<file path="config.mk">
export PLATFORM = sky130hd
export DESIGN_NAME = seq_datapath
export DESIGN_NICKNAME = d
export VERILOG_FILES = /design/src/rtl/seq_datapath.sv
export SDC_FILE = /design/constraint.sdc
export NUM_CORES = 2
export LEC_CHECK = 0
export BUFFER_PORTS_ARGS = -buffer_cell sky130_fd_sc_hd__clkbuf_2
export CORE_MARGIN = 2
export CORE_UTILIZATION = 40
export DETAILED_ROUTE_END_ITERATION = 12
export SETUP_SLACK_MARGIN = 0.3
export SYNTH_ARGS = -nofsm -noshare
export SYNTH_HDL_FRONTEND = slang
export SYNTH_SLANG_ARGS = --single-unit
</file>
<file path="constraint.sdc">
create_clock -name Clock -period 13.2 [get_ports Clock]
set_input_delay 2.64 -clock Clock [delete_from_list [all_inputs] [get_ports Clock]]
set_output_delay 2.64 -clock Clock [all_outputs]
set_load 0.1 [all_outputs]
</file>
<file path="src/rtl/seq_datapath.sv">
// seq_datapath: register file with Y/Z/HI/LO latches and an internal IDLE->T3->T4->T5 sequencer.
// Optional build macro SEQ_DATAPATH_R0_ZERO_EN hardwires R0 to zero (reads 0, writes discarded).
module seq_datapath #(
    parameter int  DATA_W = 32,
    parameter int  NREGS  = 16,
    localparam int AW     = $clog2(NREGS)
) (
    input  logic              Clock,
    input  logic              Clear,
    input  logic              op_valid,
    output logic              op_ready,
    input  logic [3:0]        op_code,
    input  logic [AW-1:0]     op_ra,
    input  logic [AW-1:0]     op_rb,
    input  logic [AW-1:0]     op_rc,
    input  logic [DATA_W-1:0] op_imm,
    output logic              done,
    output logic              err,
    input  logic              ext_we,
    input  logic [AW-1:0]     ext_addr,
    input  logic [DATA_W-1:0] ext_wdata,
    input  logic [AW-1:0]     dbg_addr,
    output logic [DATA_W-1:0] dbg_data,
    output logic [DATA_W-1:0] hi_out,
    output logic [DATA_W-1:0] lo_out,
    output logic [DATA_W-1:0] bus_out
);
    localparam int SW = $clog2(DATA_W);
`ifdef SEQ_DATAPATH_R0_ZERO_EN
    localparam logic R0_ZERO = 1'b1;
`else
    localparam logic R0_ZERO = 1'b0;
`endif

    typedef enum logic [1:0] {S_IDLE = 2'd0, S_T3 = 2'd1, S_T4 = 2'd2, S_T5 = 2'd3} state_e;

    localparam logic [3:0] OP_ADD  = 4'd0,  OP_SUB  = 4'd1,  OP_AND  = 4'd2,  OP_OR   = 4'd3;
    localparam logic [3:0] OP_SHR  = 4'd4,  OP_SHRA = 4'd5,  OP_SHL  = 4'd6,  OP_ROR  = 4'd7;
    localparam logic [3:0] OP_ROL  = 4'd8,  OP_NEG  = 4'd9,  OP_NOT  = 4'd10, OP_MUL  = 4'd11;
    localparam logic [3:0] OP_ADDI = 4'd12, OP_MFHI = 4'd13, OP_MFLO = 4'd14, OP_ILL  = 4'd15;

    state_e              state_q, state_d;
    logic [3:0]          opc_q;
    logic [AW-1:0]       ra_q, rb_q, rc_q;
    logic [DATA_W-1:0]   imm_q;
    logic [DATA_W-1:0]   regs_q [NREGS];
    logic [DATA_W-1:0]   y_q, hi_q, lo_q;
    logic [2*DATA_W-1:0] z_q, z_d;
    logic                done_q, err_q;
    logic [DATA_W-1:0]   bus_s;
    logic [SW-1:0]       amt_s;
    logic                accept_s, rf_we_raw_s, rf_we_s;
    logic [AW-1:0]       rf_wa_s;
    logic [DATA_W-1:0]   rf_wd_s;

    function automatic logic [DATA_W-1:0] r0_mask(input logic [AW-1:0] idx,
                                                  input logic [DATA_W-1:0] val);
        return (R0_ZERO && (idx == '0)) ? '0 : val;
    endfunction

    assign op_ready = (state_q == S_IDLE);
    assign accept_s = op_valid && (state_q == S_IDLE);
    assign amt_s    = bus_s[SW-1:0];
    assign dbg_data = r0_mask(dbg_addr, regs_q[dbg_addr]);
    assign hi_out   = hi_q;
    assign lo_out   = lo_q;
    assign bus_out  = bus_s;
    assign done     = done_q;
    assign err      = err_q;
    assign rf_we_s  = rf_we_raw_s && !(R0_ZERO && (rf_wa_s == '0));

    // Sequencer next-state
    always_comb begin
        state_d = state_q;
        case (state_q)
            S_IDLE:  state_d = op_valid ? S_T3 : S_IDLE;
            S_T3:    state_d = S_T4;
            S_T4:    state_d = S_T5;
            S_T5:    state_d = S_IDLE;
            default: state_d = S_IDLE;
        endcase
    end

    // Shared bus source select
    always_comb begin
        bus_s = '0;
        case (state_q)
            S_T3: bus_s = r0_mask(ra_q, regs_q[ra_q]);
            S_T4: begin
                case (opc_q)
                    OP_ADDI: bus_s = imm_q;
                    OP_MFHI: bus_s = hi_q;
                    OP_MFLO: bus_s = lo_q;
                    default: bus_s = r0_mask(rb_q, regs_q[rb_q]);
                endcase
            end
            S_T5:    bus_s = z_q[DATA_W-1:0];
            default: bus_s = '0;
        endcase
    end

    // ALU: Y op bus; only MUL populates the upper half of Z
    always_comb begin
        z_d = '0;
        case (opc_q)
            OP_ADD:  z_d[DATA_W-1:0] = y_q + bus_s;
            OP_SUB:  z_d[DATA_W-1:0] = y_q - bus_s;
            OP_AND:  z_d[DATA_W-1:0] = y_q & bus_s;
            OP_OR:   z_d[DATA_W-1:0] = y_q | bus_s;
            OP_SHR:  z_d[DATA_W-1:0] = y_q >> amt_s;
            OP_SHRA: z_d[DATA_W-1:0] = $signed(y_q) >>> amt_s;
            OP_SHL:  z_d[DATA_W-1:0] = y_q << amt_s;
            OP_ROR:  z_d[DATA_W-1:0] = DATA_W'({y_q, y_q} >> amt_s);
            OP_ROL:  z_d[DATA_W-1:0] = DATA_W'(({y_q, y_q} << amt_s) >> DATA_W);
            OP_NEG:  z_d[DATA_W-1:0] = -bus_s;
            OP_NOT:  z_d[DATA_W-1:0] = ~bus_s;
            OP_MUL:  z_d = {{DATA_W{y_q[DATA_W-1]}}, y_q} * {{DATA_W{bus_s[DATA_W-1]}}, bus_s};
            OP_ADDI: z_d[DATA_W-1:0] = y_q + bus_s;
            OP_MFHI: z_d[DATA_W-1:0] = bus_s;
            OP_MFLO: z_d[DATA_W-1:0] = bus_s;
            default: z_d = '0;
        endcase
    end

    // Register-file write port: T5 writeback, or external load while idle
    always_comb begin
        rf_we_raw_s = 1'b0;
        rf_wa_s     = ext_addr;
        rf_wd_s     = ext_wdata;
        if (state_q == S_T5) begin
            rf_we_raw_s = (opc_q != OP_MUL) && (opc_q != OP_ILL);
            rf_wa_s     = rc_q;
            rf_wd_s     = bus_s;
        end else if (state_q == S_IDLE) begin
            rf_we_raw_s = ext_we;
        end else begin
            rf_we_raw_s = 1'b0;
        end
    end

    // Register file storage
    always_ff @(posedge Clock or negedge Clear) begin
        if (!Clear) begin
            for (int i = 0; i < NREGS; i++) regs_q[i] <= '0;
        end else if (rf_we_s) begin
            regs_q[rf_wa_s] <= rf_wd_s;
        end
    end

    // Sequencer state, instruction latch, Y/Z/HI/LO and commit flags
    always_ff @(posedge Clock or negedge Clear) begin
        if (!Clear) begin
            state_q <= S_IDLE;
            opc_q   <= 4'd0;
            ra_q    <= '0;
            rb_q    <= '0;
            rc_q    <= '0;
            imm_q   <= '0;
            y_q     <= '0;
            z_q     <= '0;
            hi_q    <= '0;
            lo_q    <= '0;
            done_q  <= 1'b0;
            err_q   <= 1'b0;
        end else begin
            state_q <= state_d;
            done_q  <= (state_q == S_T4);
            err_q   <= (state_q == S_T4) && (opc_q == OP_ILL);
            if (accept_s) begin
                opc_q <= op_code;
                ra_q  <= op_ra;
                rb_q  <= op_rb;
                rc_q  <= op_rc;
                imm_q <= op_imm;
            end
            if (state_q == S_T3) y_q <= bus_s;
            if (state_q == S_T4) z_q <= z_d;
            if ((state_q == S_T5) && (opc_q == OP_MUL)) begin
                hi_q <= z_q[2*DATA_W-1:DATA_W];
                lo_q <= z_q[DATA_W-1:0];
            end
        end
    end
endmodule

</file>
==> After elaboration in Yosys (flattened, before gate mapping) <==
Cells that the tools add are included.
{ "totals": {"output_inout_bits": 131, "reg_bits": 724, "wordCells": 100, "input_bits": 92} }
{ "classes": {"n_bitwise": 7, "n_lt_le_gt_ge": 5, "n_addsub": 3, "multipliers": 1, "n_eq_ne": 20, "n_mux": 22, "shifts": 5, "n_reduce_logical": 9} }
{ "ops": {"columns": ["cell", "n"], "rows": [
  ["bitwise mux 512 bit", 1],
  ["one-hot mux 32 bit (13 select lines)", 1],
  ["binary-select mux 32 bit (select 4 bit)", 3],
  ["2-to-1 mux 32 bit", 9],
  ["one-hot mux 32 bit (3 select lines)", 2],
  ["demux 32 bit (select 4 bit)", 1],
  ["multiplier 32 x 32 -> 64 bit", 1],
  ["<< shifter 64 x 5 -> 64 bit", 1],
  [">> shifter 64 x 5 -> 32 bit", 1],
  ["adder 32 bit", 1],
  ["bitwise AND 32 bit", 1],
  ["equality test 4 bit (second input constant)", 8],
  ["negator 32 bit", 1],
  ["inverter 32 bit", 1],
  ["OR 32 bit", 1],
  ["<< shifter 32 x 5 -> 32 bit", 1],
  [">> shifter 32 x 5 -> 32 bit", 1],
  [">>> shifter 32 x 5 -> 32 bit", 1],
  ["subtractor 32 bit", 1],
  ["greater-or-equal comparator 5 bit (second input constant)", 4],
  ["inverter 4 -> 5 bit", 4],
  ["equality test 4 x 3 -> 1 bit (second input constant)", 4],
  ["equality test 4 x 2 -> 1 bit (second input constant)", 2],
  ["inequality test 4 bit (second input constant)", 2],
  ["other kinds (11)", 19]
]} }

==> Longest topological paths before layout <==
{ "logic_depth": {"depth_word": 8, "ltp_mapped": 46, "ltp_nobuf": 37} }

==> Worst setup path before layout <==
OpenSTA, ideal clock, no wires.
{ "synth_path": {"path_kind": "register to register", "start": "register opc_q[0]", "end": "register z_q[62]", "path_stages_with_launch": 38, "t_required_ns": 13.071, "arrival_ns": 11.364, "path_buffers": 8, "setup_time_ns": 0.129, "slack_ns": 1.707, "synth_period_minus_slack_ns": 11.493, "path_cell_list": "dfrtp_1 > and2_1 > buf_2 > o21ai_0 > clkbuf_1 > buf_2 > nor3_1 > nor3_1 > o21ai_2 > inv_1 > buf_2 > buf_2 > buf_2 > clkbuf_1 > clkbuf_1 > nand2_1 > fa_1 > inv_1 > [2 not listed] > fa_1 > inv_1 > fa_1 > inv_1 > fa_1 > fa_1 > fa_1 > ha_1 > and3_1 > a221o_1 > a21oi_1 > o21ai_0 > a21o_1 > a221oi_1 > o21bai_1 > a31oi_1 > xor2_1 > o2bb2ai_1"} }
{ "synth_between": {"elab_chain_cells": 5, "word_cells_on_any_way": 8, "classes_between": "mul (1); eq/ne (4); mux (3)"} }
{ "synth_lines": {"columns": ["item", "line_no", "text"], "rows": [
  ["start, declared", "43", "logic [3:0] opc_q;"],
  ["start signal, assigned", "170", "opc_q <= op_code;"],
  ["equality test 4 bit", "90", "case (opc_q)"],
  ["one-hot mux 32 bit (3 select lines) (*)", "90", null],
  ["one-hot mux 32 bit (3 select lines) (*)", "87", "case (state_q)"],
  ["net bus_out[3]", "26", "output logic [DATA_W-1:0] bus_out"],
  ["multiplier 32 x 32 -> 64 bit (*)", "117", "OP_MUL: z_d = {{DATA_W{y_q[DATA_W-1]}}, y_q} * {{DATA_W{bus_s[DATA_W-1]}}, bus_s};"],
  ["2-to-1 mux 32 bit (*)", "105", "case (opc_q)"],
  ["end signal, assigned", "177", "if (state_q == S_T4) z_q <= z_d;"],
  ["end, declared", "48", "logic [2*DATA_W-1:0] z_q, z_d;"]
]} }
The timed path passes the listed nets; every way through them passes the cells marked *.
A chain may end at the register's enable or synchronous reset.

==> Final worst setup path <==
{ "layout_path": {"start": "register rb_q[0]", "end": "register z_q[59]"} }
{ "layout_between": {"elab_chain_cells": 8} }
{ "layout_lines": {"columns": ["item", "line_no", "text"], "rows": [
  ["start, declared", "44", "logic [AW-1:0] ra_q, rb_q, rc_q;"],
  ["start signal, assigned", "172", "rb_q <= op_rb;"],
  ["inverter 4 -> 5 bit (not written as such)", "94", "default: bus_s = r0_mask(rb_q, regs_q[rb_q]);"],
  ["binary-select mux 32 bit (select 4 bit)", "94", null],
  ["2-to-1 mux 32 bit (not written as such) (2 in series)", "94", null],
  ["one-hot mux 32 bit (3 select lines)", "90", null],
  ["one-hot mux 32 bit (3 select lines)", "87", null],
  ["multiplier 32 x 32 -> 64 bit", "117", null],
  ["2-to-1 mux 32 bit", "105", null]
]} }
No other way between the ends. The select of a mux whose other input is x is not followed.

==> out/metrics.csv <==
stage,metric,value,unit
die,dieHeight,464,um
cts,ctsHtreeMaxLevel,3,
route,drtIter0Drc,7748,
critical_path,max_stage_delay,0.98,ns
critical_path,arrival,12.90,ns
route,wl_per_cell,31.5,um
cts,cts_setup_buffers,0,
timing,finalCritPeriodShare,0.933,
timing,rsz0062_at_grt,no,
critical_path,path_class,flop to flop,
grt,grt_pass1_vias,73400,
yosys,synth_edf_count,0,
placement,port_buffers,222,
cts,numCtsBuffers,85,
cells_and_area,drive_gt1_frac,0.142,
cts,clock-root-buffer,clkbuf_16,
yosys,synth_seq_cells,724,
timing,max_slew_margin,0.0814,
die,start_util,0.403,
status,status,"complete, no violations",
cells_and_area,syn_to_final_growth,8.63,%
yosys,async_flop_share,1.00,
critical_path,rrSetupSlack,0.89,ns
yosys,synthFlopType,dfrtp_1,
cts,clk_pin_slew,0.06,ns
critical_path,crit_top_cell,fa_1,
min_path,min_path_type,flop to flop,
route,dr.pass1.iters,9,
timing,final.min_clock_period,12.31,ns
flow_run,drv_cap,0,
die,dieArea,216000,sq um
critical_path,r2r-start,rb_q[0],
cells_and_area,layout_commonest_cell,nand2_1,
critical_path,ff2ff_path_depth,29,
yosys,ys_types,96,
timing,worst_slew_pin_slew,1.37,ns
route,viasPerCell,6.11,
cts,clock_latency,0.75,ns
timing,tns,0,ns
critical_path,cp-startpoint,rb_q[0],
critical_path,worstReg2RegEnd,z_q[59],
cts,clock_sinks,724,
timing,fmax,81.2,MHz
yosys,synth-compound-area-share,0.113,
timing,hold_viol,0,
critical_path,cp-endpoint,z_q[59],
critical_path,startpoint_type,flop,
die,die_x,464,um
timing,finalSetupViolations,0,
critical_path,critPathMaxFanout,53,
grt,antenna_found_initial,21,
cells_and_area,multi_input_area,60100,sq um
die,num_io_pins,223,
critical_path,slowest_stage,dfrtp_4,
yosys,synth_simple_gate_area_share,0.131,
placement,dpl.cell_count,11400,
grt,track_usage,0.339,
critical_path,cp_data_required_time,13.78,ns
die,coreArea,210000,sq um
timing,fin_skew,0.0501,ns
yosys,yosys_warnings,0,
yosys,synth_fa_ha_area_frac,0.290,
placement,dp_hpwl,272,mm
yosys,syn_nets,10200,
yosys,netlist_instances,8832,
route,drc,0,
cells_and_area,area.sequential,18100,sq um
yosys,synth-seq-area-share,0.214,
route,vias,70900,
grt,grt_max_degree,160,
grt,grt_overflow_total,0,
route,wl,365,mm
die,num_rows,168,
route,ant_nets,0,
yosys,synthMuxAreaShare,0.156,
cells_and_area,nNetsFinal,10100,
yosys,synth_top_family_by_area,adder cells,
critical_path,end_kind,flop,
yosys,syn_avg_cell_area,9.60,sq um
cells_and_area,fillCellCount,20300,
grt,grt_pass1_wl,533,mm
yosys,syn_area,84800,sq um
placement,place_congestion,1.03,
cells_and_area,stdcell_count,11600,
cells_and_area,most-common-layout-cells,"nand2_1, fa_1, inv_1, o21ai_0, dfrtp_1",
timing,drv_slew,0,
cts,cts_tree,done,
cts,cts_buffer_depth,3,
yosys,synthXorXnorAreaFrac,0.0153,
==> cell type report <==
cell class / instances / area share
clock buffers: 118 / 0.0260
inverters: 1075 / 0.0439
diodes: 12 / 0.000326
clock inverters: 37 / 0.00554
repair buffers: 498 / 0.0363
multi-input cells: 6337 / 0.653
well taps: 2805 / 0.0381
flip-flops and latches: 724 / 0.197
==> flip-flops by register name (all words and copies together), names as in the netlist <==
signal,count
imm_q,32
rc_q,4
hi_out,32
y_q,32
lo_out,32
state_q,2
opc_q,4
regs_q,512
done,1
ra_q,4
rb_q,4
z_q,64
err,1
==> synthesized netlist by cell type, drive strengths merged (41+ instances only) <==
library cell,n,area share
mux4,332,0.088
o22ai,82,0.0061
clkbuf,537,0.024
xor2,56,0.0058
nor2b,144,0.011
ha,222,0.033
xnor2,92,0.0095
a211oi,41,0.0037
fa,1083,0.26
a31oi,41,0.0032
o21ai,728,0.043
and3,127,0.0094
a21oi,232,0.014
nand3,68,0.0041
inv,1067,0.047
nor2,280,0.012
buf,159,0.010
nand2,1328,0.059
a22oi,50,0.0044
nor3,76,0.0047
and2,308,0.023
dfrtp,724,0.21
mux2i,384,0.045
mux2,169,0.022
a21o,62,0.0055
==> worst min path at each step <==
stage,from,to,slack [ns],depth (start not counted)
finish,z_q[57],z_q[57],0.48,2
global route,z_q[57],z_q[57],0.50,2
CTS,z_q[57],z_q[57],0.48,2
detailed placement,z_q[57],z_q[57],0.47,2
global placement,z_q[57],z_q[57],0.47,2
floorplan,z_q[57],z_q[57],0.45,2
==> worst max-delay path, delay by kind of cell, from the launching register on <==
kind	cells	cell delay (ns)
DFF	1	0.98
xor gates and xnor gates	1	0.19
AOI/OAI and AO/OA	11	3.28
buffers and inverters	3	1.24
and+or+nand+nor	3	0.99
adders and majority gates	9	4.29
muxes	2	1.03
==> routing by layer <==
metal | track usage | vias to the layer above | wire [um]
met1 | 0.429 | 36500 | 138000
met3 | 0.0954 | 1085 | 38400
met2 | 0.515 | 4113 | 161000
met5 | 0 | - | 148
met4 | 0.208 | 22 | 27600
li1 | - | 29200 | -
==> stage by stage <==
step / cell area, sq um / util / setup slack [ns] / hold slack, ns
after global routing: 92100 / 0.438 / 0.583 / 0.503
final: 92100 / 0.438 / 0.888 / 0.480
after detailed placement: 89100 / 0.424 / 0.721 / 0.466
after CTS: 92000 / 0.438 / 0.682 / 0.480
after global placement: 89100 / 0.424 / 0.874 / 0.470
after floorplan: 84800 / - / 1.71 / 0.448
==> cell families after synthesis <==
logic type	after synthesis
xor+xnor	148
flops	724
mux	885
buf+inv	1771
simple gates	2433
compound gates	1557
fa+ha+maj	1314
==> what timing repair did <==
action,CTS,global route
gates resized for setup,0,2
endpoints found under the setup margin,0,4
hold buffers,0,0
Power is not shown: default switching activity piles up to over one toggle a cycle in this logic, so the estimate is an artifact.
